--- config.mk ---
export PLATFORM = sky130hd
export DESIGN_NAME = mem_port_arbiter
export DESIGN_NICKNAME = d
export VERILOG_FILES = /design/src/rtl/mem_port_arbiter.sv
export SDC_FILE = /design/constraint.sdc
export NUM_CORES = 1
export LEC_CHECK = 0
export CORE_AREA = 8 8 143 145
export DETAILED_ROUTE_END_ITERATION = 12
export DIE_AREA = 0 0 151 153
export PLACE_DENSITY = 0.66
export SLEW_MARGIN = 20
export SYNTH_ARGS = -nofsm -noshare
export SYNTH_HDL_FRONTEND = slang
export SYNTH_SLANG_ARGS = --single-unit
export TNS_END_PERCENT = 50
--- constraint.sdc ---
create_clock -name clk -period 3 [get_ports clk]
set_input_delay 0.6 -clock clk [delete_from_list [all_inputs] [get_ports clk]]
set_output_delay 0.6 -clock clk [all_outputs]
set_load 0.05 [all_outputs]
--- src/rtl/mem_port_arbiter.sv ---
// mem_port_arbiter: shares one single-ported, variable-latency memory
// between the fetch port and the data port, data first.
module mem_port_arbiter #(
  parameter int          ADDR_W     = 32,
  parameter int          DATA_W     = 32,
  parameter int          MAX_STREAK = 4,
  parameter int unsigned TIMEOUT    = 255
) (
  input  logic                clk,
  input  logic                rst_n,
  input  logic                f_req,
  input  logic [ADDR_W-1:0]   f_addr,
  input  logic                f_flush,
  output logic                f_valid,
  output logic [DATA_W-1:0]   f_rdata,
  input  logic                d_req,
  input  logic [ADDR_W-1:0]   d_addr,
  input  logic [DATA_W/8-1:0] d_we,
  input  logic [DATA_W-1:0]   d_wdata,
  output logic                d_valid,
  output logic [DATA_W-1:0]   d_rdata,
  output logic                m_req,
  output logic [ADDR_W-1:0]   m_addr,
  output logic [DATA_W/8-1:0] m_we,
  output logic [DATA_W-1:0]   m_wdata,
  input  logic                m_ack,
  input  logic [DATA_W-1:0]   m_rdata,
  output logic                err
);

  localparam int SK_W = $clog2(MAX_STREAK + 1);
  localparam int WD_W = (TIMEOUT > 0) ? $clog2(TIMEOUT + 1) : 1;

  typedef enum logic [1:0] {
    IDLE,
    GNT_F,
    GNT_D,
    RESP
  } state_t;

  state_t          state;
  logic [SK_W-1:0] streak;
  logic [WD_W-1:0] wdog;
  logic            flush_pend;

  logic f_starved;
  logic grant_d;
  logic grant_f;
  logic wd_hit;
  logic flush_now;

  assign f_starved = f_req && (streak == SK_W'(MAX_STREAK));
  assign grant_d   = d_req && !f_starved;
  assign grant_f   = !grant_d && f_req && !f_flush;
  assign wd_hit    = (TIMEOUT != 0) &&
                     (wdog == WD_W'(TIMEOUT - 1));
  // a flush arriving in the ack cycle still squashes the response
  assign flush_now = flush_pend || f_flush;

  always_ff @(posedge clk or negedge rst_n) begin
    if (!rst_n) begin
      state      <= IDLE;
      streak     <= '0;
      wdog       <= '0;
      flush_pend <= 1'b0;
      f_valid    <= 1'b0;
      f_rdata    <= '0;
      d_valid    <= 1'b0;
      d_rdata    <= '0;
      m_req      <= 1'b0;
      m_addr     <= '0;
      m_we       <= '0;
      m_wdata    <= '0;
      err        <= 1'b0;
    end else begin
      f_valid <= 1'b0;
      d_valid <= 1'b0;
      unique case (state)
        IDLE: begin
          wdog <= '0;
          if (grant_d) begin
            state   <= GNT_D;
            m_req   <= 1'b1;
            m_addr  <= d_addr;
            m_we    <= d_we;
            m_wdata <= d_wdata;
            if (!f_req)
              streak <= '0;
            else if (streak != SK_W'(MAX_STREAK))
              streak <= streak + SK_W'(1);
          end else if (grant_f) begin
            state   <= GNT_F;
            m_req   <= 1'b1;
            m_addr  <= f_addr;
            m_we    <= '0;
            m_wdata <= '0;
            streak  <= '0;
          end else if (!f_req) begin
            streak <= '0;
          end
        end
        GNT_F, GNT_D: begin
          if (state == GNT_F)
            flush_pend <= flush_now;
          if (m_ack || wd_hit) begin
            m_req <= 1'b0;
            state <= RESP;
            if (!m_ack)
              err <= 1'b1;
            if (state == GNT_D) begin
              d_rdata <= m_ack ? m_rdata : '0;
              d_valid <= 1'b1;
            end else if (!flush_now) begin
              f_rdata <= m_ack ? m_rdata : '0;
              f_valid <= 1'b1;
            end
          end else if (TIMEOUT != 0) begin
            wdog <= wdog + WD_W'(1);
          end
        end
        RESP: begin
          flush_pend <= 1'b0;
          state      <= IDLE;
        end
      endcase
    end
  end

endmodule

==> results of run 1 <==
-- per-layer routing --
| layer | share of wire [%] | wire, um | global-route usage, % | vias to the layer above |
|---|---|---|---|---|
| met5 | 0 | 0 | 0 | - |
| met4 | 3.1 | 609 | 7.26 | 0 |
| met3 | 7.0 | 1370 | 5.11 | 38 |
| met2 | 52 | 10100 | 29.1 | 167 |
| met1 | 38 | 7500 | 20.1 | 2431 |
| li1 | - | - | - | 2183 |
-- cell families (layout without fill, tap and decap cells) --
family                     after synthesis  count (layout)  synth area share (%)
DFF                                    150             150                  60.3
and+or+nand+nor                         37              37                  3.36
adders and majority gates                8               8                  1.61
AOI/OAI and AO/OA                      130             130                  17.4
other                                    0               1                     0
muxes                                   67              67                  13.6
buffers and inverters                   44             329                  3.72
-- Yosys cell counts, drive strengths merged, types with 3 or more instances --
| cell | instances |
|---|---|
| dfrtp | 150 |
| mux2 | 65 |
| a22o | 100 |
| o211ai | 3 |
| a21o | 3 |
| clkbuf | 14 |
| nand2 | 9 |
| o21ai | 9 |
| a31o | 3 |
| nand2b | 3 |
| nand3 | 6 |
| buf | 17 |
| a21oi | 4 |
| nand4 | 3 |
| inv | 13 |
| ha | 8 |
| nor3 | 3 |
-- worst reg2reg max path, cell delays in order (launching register included) --
cell and delay, ns:
dfrtp_1 0.42, inv_1 0.09, ha_1 0.42, nor2b_1 0.28, o21ai_2 0.26, nor4_1 0.51
mux2i_1 0.23
-- stage by stage --
stage,power [mW],area [sq um],worst slack (ns),utilization (%)
floorplan,8.18,6220,1.15,-
global placement,10.6,9200,0.486,50.3
detailed placement,10.7,9200,0.438,50.3
CTS,13.0,9810,0.715,53.7
global route,13.5,9810,0.525,53.7
finish,12.9,9810,0.715,53.7
-- state kept, by name (all words and copies together), names as in the netlist --
register	count
m_req	1
err	1
state	2
streak	3
wdog	8
m_wdata	32
m_addr	32
flush_pend	1
m_we	4
d_valid	1
f_valid	1
d_rdata	32
f_rdata	32
-- final timing paths --
path | to | cells past startpoint | slack (ns) | startpoint
max in group asynchronous | d_rdata[21]$_DFFE_PN0P_ | 2 | 2.01 | rst_n
max | wdog[6]$_DFFE_PN0P_ | 6 | 0.72 | state[0]$_DFFE_PN0P_
max reg2reg | wdog[6]$_DFFE_PN0P_ | 6 | 0.72 | state[0]$_DFFE_PN0P_
min in group clk | err$_DFFE_PN0P_ | 1 | 0.46 | err$_DFFE_PN0P_
min reg2reg | err$_DFFE_PN0P_ | 1 | 0.46 | err$_DFFE_PN0P_
min | flush_pend$_DFFE_PN0P_ | 1 | 0.20 | rst_n
-- power by group through the flow --
stage / logic [mW] / clock network (mW) / registers [mW]
global placement: 7.11 / 0 / 3.49
finish: 7.16 / 2.21 / 3.50
CTS: 7.24 / 2.27 / 3.50
detailed placement: 7.22 / 0 / 3.52
global route: 7.47 / 2.38 / 3.63
floorplan: 1.70 / 0 / 6.48
-- area by class of cell --
type                            count  area, sq um
Antenna cell                        1         2.50
Tap cell                          234          293
Sequential cell                   150         3750
Fill cell                        1509         8460
Timing Repair Buffer              284         2850
Multi-Input combinational cell    242         2250
Inverter                           13         48.8
Clock buffer                       19          443
Clock inverter                     13          170
==> impl_metrics.yaml, run 1 <==
setup_path:
  cp-start-kind: "flop"
  slowest_delay_ns: 0.51
  crit_fanout: 19
  critPathKind: "reg -> reg"
  end_kind: "flop"
  arrival_ns: 2.63
  cp_num_buf_inv: 1
  cp_slowest_cell: "nor4_1"
  path_cells: "inv_1 -> ha_1 -> nor2b_1 -> o21ai_2 -> nor4_1 -> mux2i_1"
  required_ns: 3.34
  path_delay_family: "simple AND/OR/NAND/NOR gates"
clock_tree:
  post_cts.repair.setup_buffers: 0
  root_buffer: "clkbuf_16"
  numCtsBuffers: 17
  clock-sinks: 150
  cts.reportedPaths.clkPinSlew_ns: 0.06
  postCtsResizedCells: 0
  htreeDepth: 4
  clock_latency_ns: 0.42
  clockBufferDepth: 2
  tritoncts: "done"
  ctsHoldBuffers: 0
floorplanning:
  coreArea_sq_um: 18300
  initial_core_util_pct: 34.1
  dieWidth_um: 151
  chipHeight_um: 153
  num_io_pins: 274
  dieArea_sq_um: 23100
  rows: 50
route:
  drc_errors: 0
  vias_per_cell: 5.04
  drt_first_pass_iters: 6
  antenna_left: 0
  drt-initial-drc-count: 218
  routed_wl_um: 19600
  post_drt_wl_per_cell_um: 20.5
  routed-via-count: 4819
global_route:
  grt_usage_pct: 17.3
  grt_pass1_vias: 5359
  grt_first_pass_wirelength_um: 31300
  antenna_found_initial: 1
  grt_max_degree: 77
  gr-total-overflow: 0
power_and_ir_drop:
  p_leak_nw: 4.25
  clkPwrFrac_pct: 17.2
  p_comb_share_pct: 55.6
  p_int_mw: 6.99
  power_frac_seq_pct: 27.2
  power_density_nw_per_um2: 1310
  ir_drop_v: 0.000747
  swShare_pct: 45.7
  netSwitchingPower_mw: 5.89
final_layout:
  mostFrequentLayoutCells: "clkdlybuf4s50_1, dfrtp_1, a22o_1, mux2_2, mux2_4"
  final_common_cell: "clkdlybuf4s50_1"
  nets: 854
  drive_gt1_share_pct: 16.4
  instances_no_fill: 956
  syn_to_final_growth_pct: 57.7
synth:
  ys_async_sr_fraction_pct: 100
  ys.flop_type: "dfrtp_1"
  synth_area_leader_cell: "dfrtp_1"
  syn-cell-area_sq_um: 6220
  synth_area_leaders: "dfrtp_1, a22o_1, mux2_2, mux2_4, ha_1"
  synth_edf_count: 0
  ys_ff_latch: 150
  netlist_instances: 436
  syn_area_per_cell_sq_um: 14.3
  syn_nets: 582
  synthDistinctLibCells: 42
  yosysWarnings: 0
  synth_top_area_share_pct: 60.3
  ys_seq_area_share_pct: 60.3
placement:
  gp_congestion: 0.765
  dp_hpwl_um: 14300
  port_buffers: 273
  post-place-cells: 923
timing:
  finalSetupTns_ns: 0
  fin_crit_sh_pct: 76.2
  max_freq_ghz: 0.438
  max_slew_margin_pct: 50.0
  period_needed_ns: 2.28
  drv_slew: 0
  rsz0062_at_grt: "no"
  tightest_slew_ns: 0.750
  report.final.hold_viol_count: 0
  hold_ws_ns: 0.198
  skew_ns: 0.00852
  setup-violations-final: 0
hold_path:
  hold_path_class: "in -> async"
run:
  maxCapViolCount: 0
outcome:
  outcome: "finished clean"
No activity file was read; power rests on OpenSTA's default activity.
==> run 2: changes to the inputs <==
==> constraint.sdc (replaced) <==
create_clock -name clk -period 2.4 [get_ports clk]
set_input_delay 0.48 -clock clk [delete_from_list [all_inputs] [get_ports clk]]
set_output_delay 0.48 -clock clk [all_outputs]
set_load 0.05 [all_outputs]
==> run 2 against run 1 <==
Compared with the run above:
- the run now ends with hold timing left
- worst hold slack got worse by 0.20 ns
- setup slack got worse by 0.44 ns
- critical path depth decreased by 5
- flip-flop and latch count unchanged
- non-clock buffer count increased by 5
- largest power group unchanged
- clock power increased by 15%
- combinational power increased by 26%
- final area increased by 0.45%
- highest routed layer unchanged
- first-iteration DRC count decreased by 9.2%
- cell count increased by 0.52%
==> impl_metrics.yaml, run 2 (synthesis gave the netlist of run 1 again) <==
global_route:
  grtUsageMet3_pct: 4.90
  grt_pass1_vias: 5314
  grt_usage_pct: 16.9
  grtUsageMet1_pct: 18.9
  met2_usage_pct: 29.5
  grt_max_degree: 50
  antenna_found_initial: 1
  grt_first_pass_wirelength_um: 30400
  gr-total-overflow: 0
  busiest_layer: "met2"
floorplanning:
  chipHeight_um: 153
  coreArea_sq_um: 18300
  dieWidth_um: 151
  rows: 50
  dieArea_sq_um: 23100
  num_io_pins: 274
  initial_core_util_pct: 34.1
placement:
  post-place-cells: 928
  port_buffers: 273
  gp_congestion: 0.767
  dp_hpwl_um: 14400
clock_tree:
  clockBufferDepth: 2
  tritoncts: "done"
  clock-sinks: 150
  post_cts.repair.setup_buffers: 0
  cts.reportedPaths.clkPinSlew_ns: 0.06
  htreeDepth: 4
  clock_latency_ns: 0.41
  numCtsBuffers: 17
  postCtsResizedCells: 0
  root_buffer: "clkbuf_16"
  ctsHoldBuffers: 0
timing:
  setup-violations-final: 0
  hold_ws_ns: -0.00190
  rsz0062_at_grt: "no"
  finalSetupTns_ns: 0
  skew_ns: 0.00796
  fin_crit_sh_pct: 88.6
  tightest_slew_ns: 0.568
  max_slew_margin_pct: 62.0
  period_needed_ns: 2.13
  report.final.hold_viol_count: 1
  drv_slew: 0
  max_freq_ghz: 0.470
setup_path:
  cp_slowest_cell: "clkdlybuf4s50_1"
  cp_num_buf_inv: 1
  r2r_setup_slack_ns: 0.32
  arrival_ns: 1.65
  path_delay_family: "buffers and inverters"
  end_kind: "primary output"
  path_cells: "clkdlybuf4s50_1"
  cp-start-kind: "flop"
  r2r-end: "f_rdata[9]$_DFFE_PN0P_"
  crit_fanout: 4
  slowest_delay_ns: 0.84
  critPathKind: "reg -> out"
  reg2reg_depth: 6
  required_ns: 1.92
  reg2reg_from: "state[0]$_DFFE_PN0P_"
final_layout:
  fillers: 1504
  instances_no_fill: 961
  nets: 859
  mostFrequentLayoutCells: "clkdlybuf4s50_1, dfrtp_1, a22o_1, mux2_2, mux2_4"
  drive_gt1_share_pct: 16.8
  final_common_cell: "clkdlybuf4s50_1"
  syn_to_final_growth_pct: 58.4
outcome:
  violations: "hold timing"
  outcome: "finished, violations left"
route:
  drc_errors: 0
  vias_per_cell: 4.96
  routed_wl_um: 19400
  antenna_left: 0
  drt_first_pass_iters: 4
  routed-via-count: 4762
  post_drt_wl_per_cell_um: 20.2
  drt-initial-drc-count: 198
power_and_ir_drop:
  power_density_nw_per_um2: 1620
  p_leak_nw: 4.28
  ir_drop_v: 0.000923
run:
  maxCapViolCount: 0
hold_path:
  hold_path_class: "in -> async"
==> run 2: metrics by stage <==
stage / total power, mW / cell area (sq um) / util, % / setup WS, ns
6_report: 15.9 / 9860 / 54.0 / 0.274
5_1_grt: 16.7 / 9860 / 54.0 / 0.112
4_1_cts: 16.1 / 9850 / 53.9 / 0.247
3_5_place_dp: 13.5 / 9280 / 50.8 / 0.0753
3_3_place_gp: 13.3 / 9280 / 50.8 / 0.112
2_1_floorplan: 10.2 / 6220 / - / 0.573
==> run 2: how the worst max path moves through the flow <==
stage / startpoint / end / depth (start not counted)
2_1_floorplan: state[0]$_DFFE_PN0P_ / f_rdata[0]$_DFFE_PN0P_ / 6
3_3_place_gp: f_req / m_addr[24]$_DFFE_PN0P_ / 6
3_5_place_dp: f_req / m_addr[13]$_DFFE_PN0P_ / 6
4_1_cts: m_req$_DFFE_PN0P_ / m_req / 1
5_1_grt: state[0]$_DFFE_PN0P_ / f_rdata[4]$_DFFE_PN0P_ / 6
6_report: m_req$_DFFE_PN0P_ / m_req / 1
==> run 2: layout make-up <==
class | count | area, sq um | share of cell area [%]
flip-flops and latches | 150 | 3750 | 38.1
well taps | 234 | 293 | 2.97
clock inverters | 10 | 95.1 | 0.965
clock buffers | 22 | 474 | 4.81
inverters | 13 | 48.8 | 0.495
diodes | 1 | 2.50 | 0.0254
repair buffers | 289 | 2940 | 29.8
multi-input cells | 242 | 2250 | 22.8
==> run 2: layer usage <==
metal,part of all wire (%),vias up
met5,0,-
met4,2.5,0
met3,6.9,25
met2,53,158
met1,38,2384
li1,-,2195
==> run 2: worst register-to-register path, stage by stage (launching register included) <==
cell	delay, ns
dfrtp_1	0.43
inv_1	0.09
ha_1	0.40
nor4b_1	0.44
o21ai_2	0.14
buf_12	0.19
a22o_1	0.28
==> run 2: power by group <==
| part | switching [mW] | internal [mW] |
|---|---|---|
| clock | 1.04 | 1.51 |
| sequential | 0.681 | 3.70 |
| combinational | 5.59 | 3.41 |
| total | 7.30 | 8.63 |
==> run 3: changes to the inputs <==
--- a/config.mk
+++ b/config.mk
@@ -8,6 +8,7 @@
 export CORE_AREA = 8 8 143 145
 export DETAILED_ROUTE_END_ITERATION = 12
 export DIE_AREA = 0 0 151 153
+export GPL_TIMING_DRIVEN = 1
 export PLACE_DENSITY = 0.66
 export SLEW_MARGIN = 20
 export SYNTH_ARGS = -nofsm -noshare
==> results of run 3 <==
Final layout, timing and power as in run 2 (identical DEF).
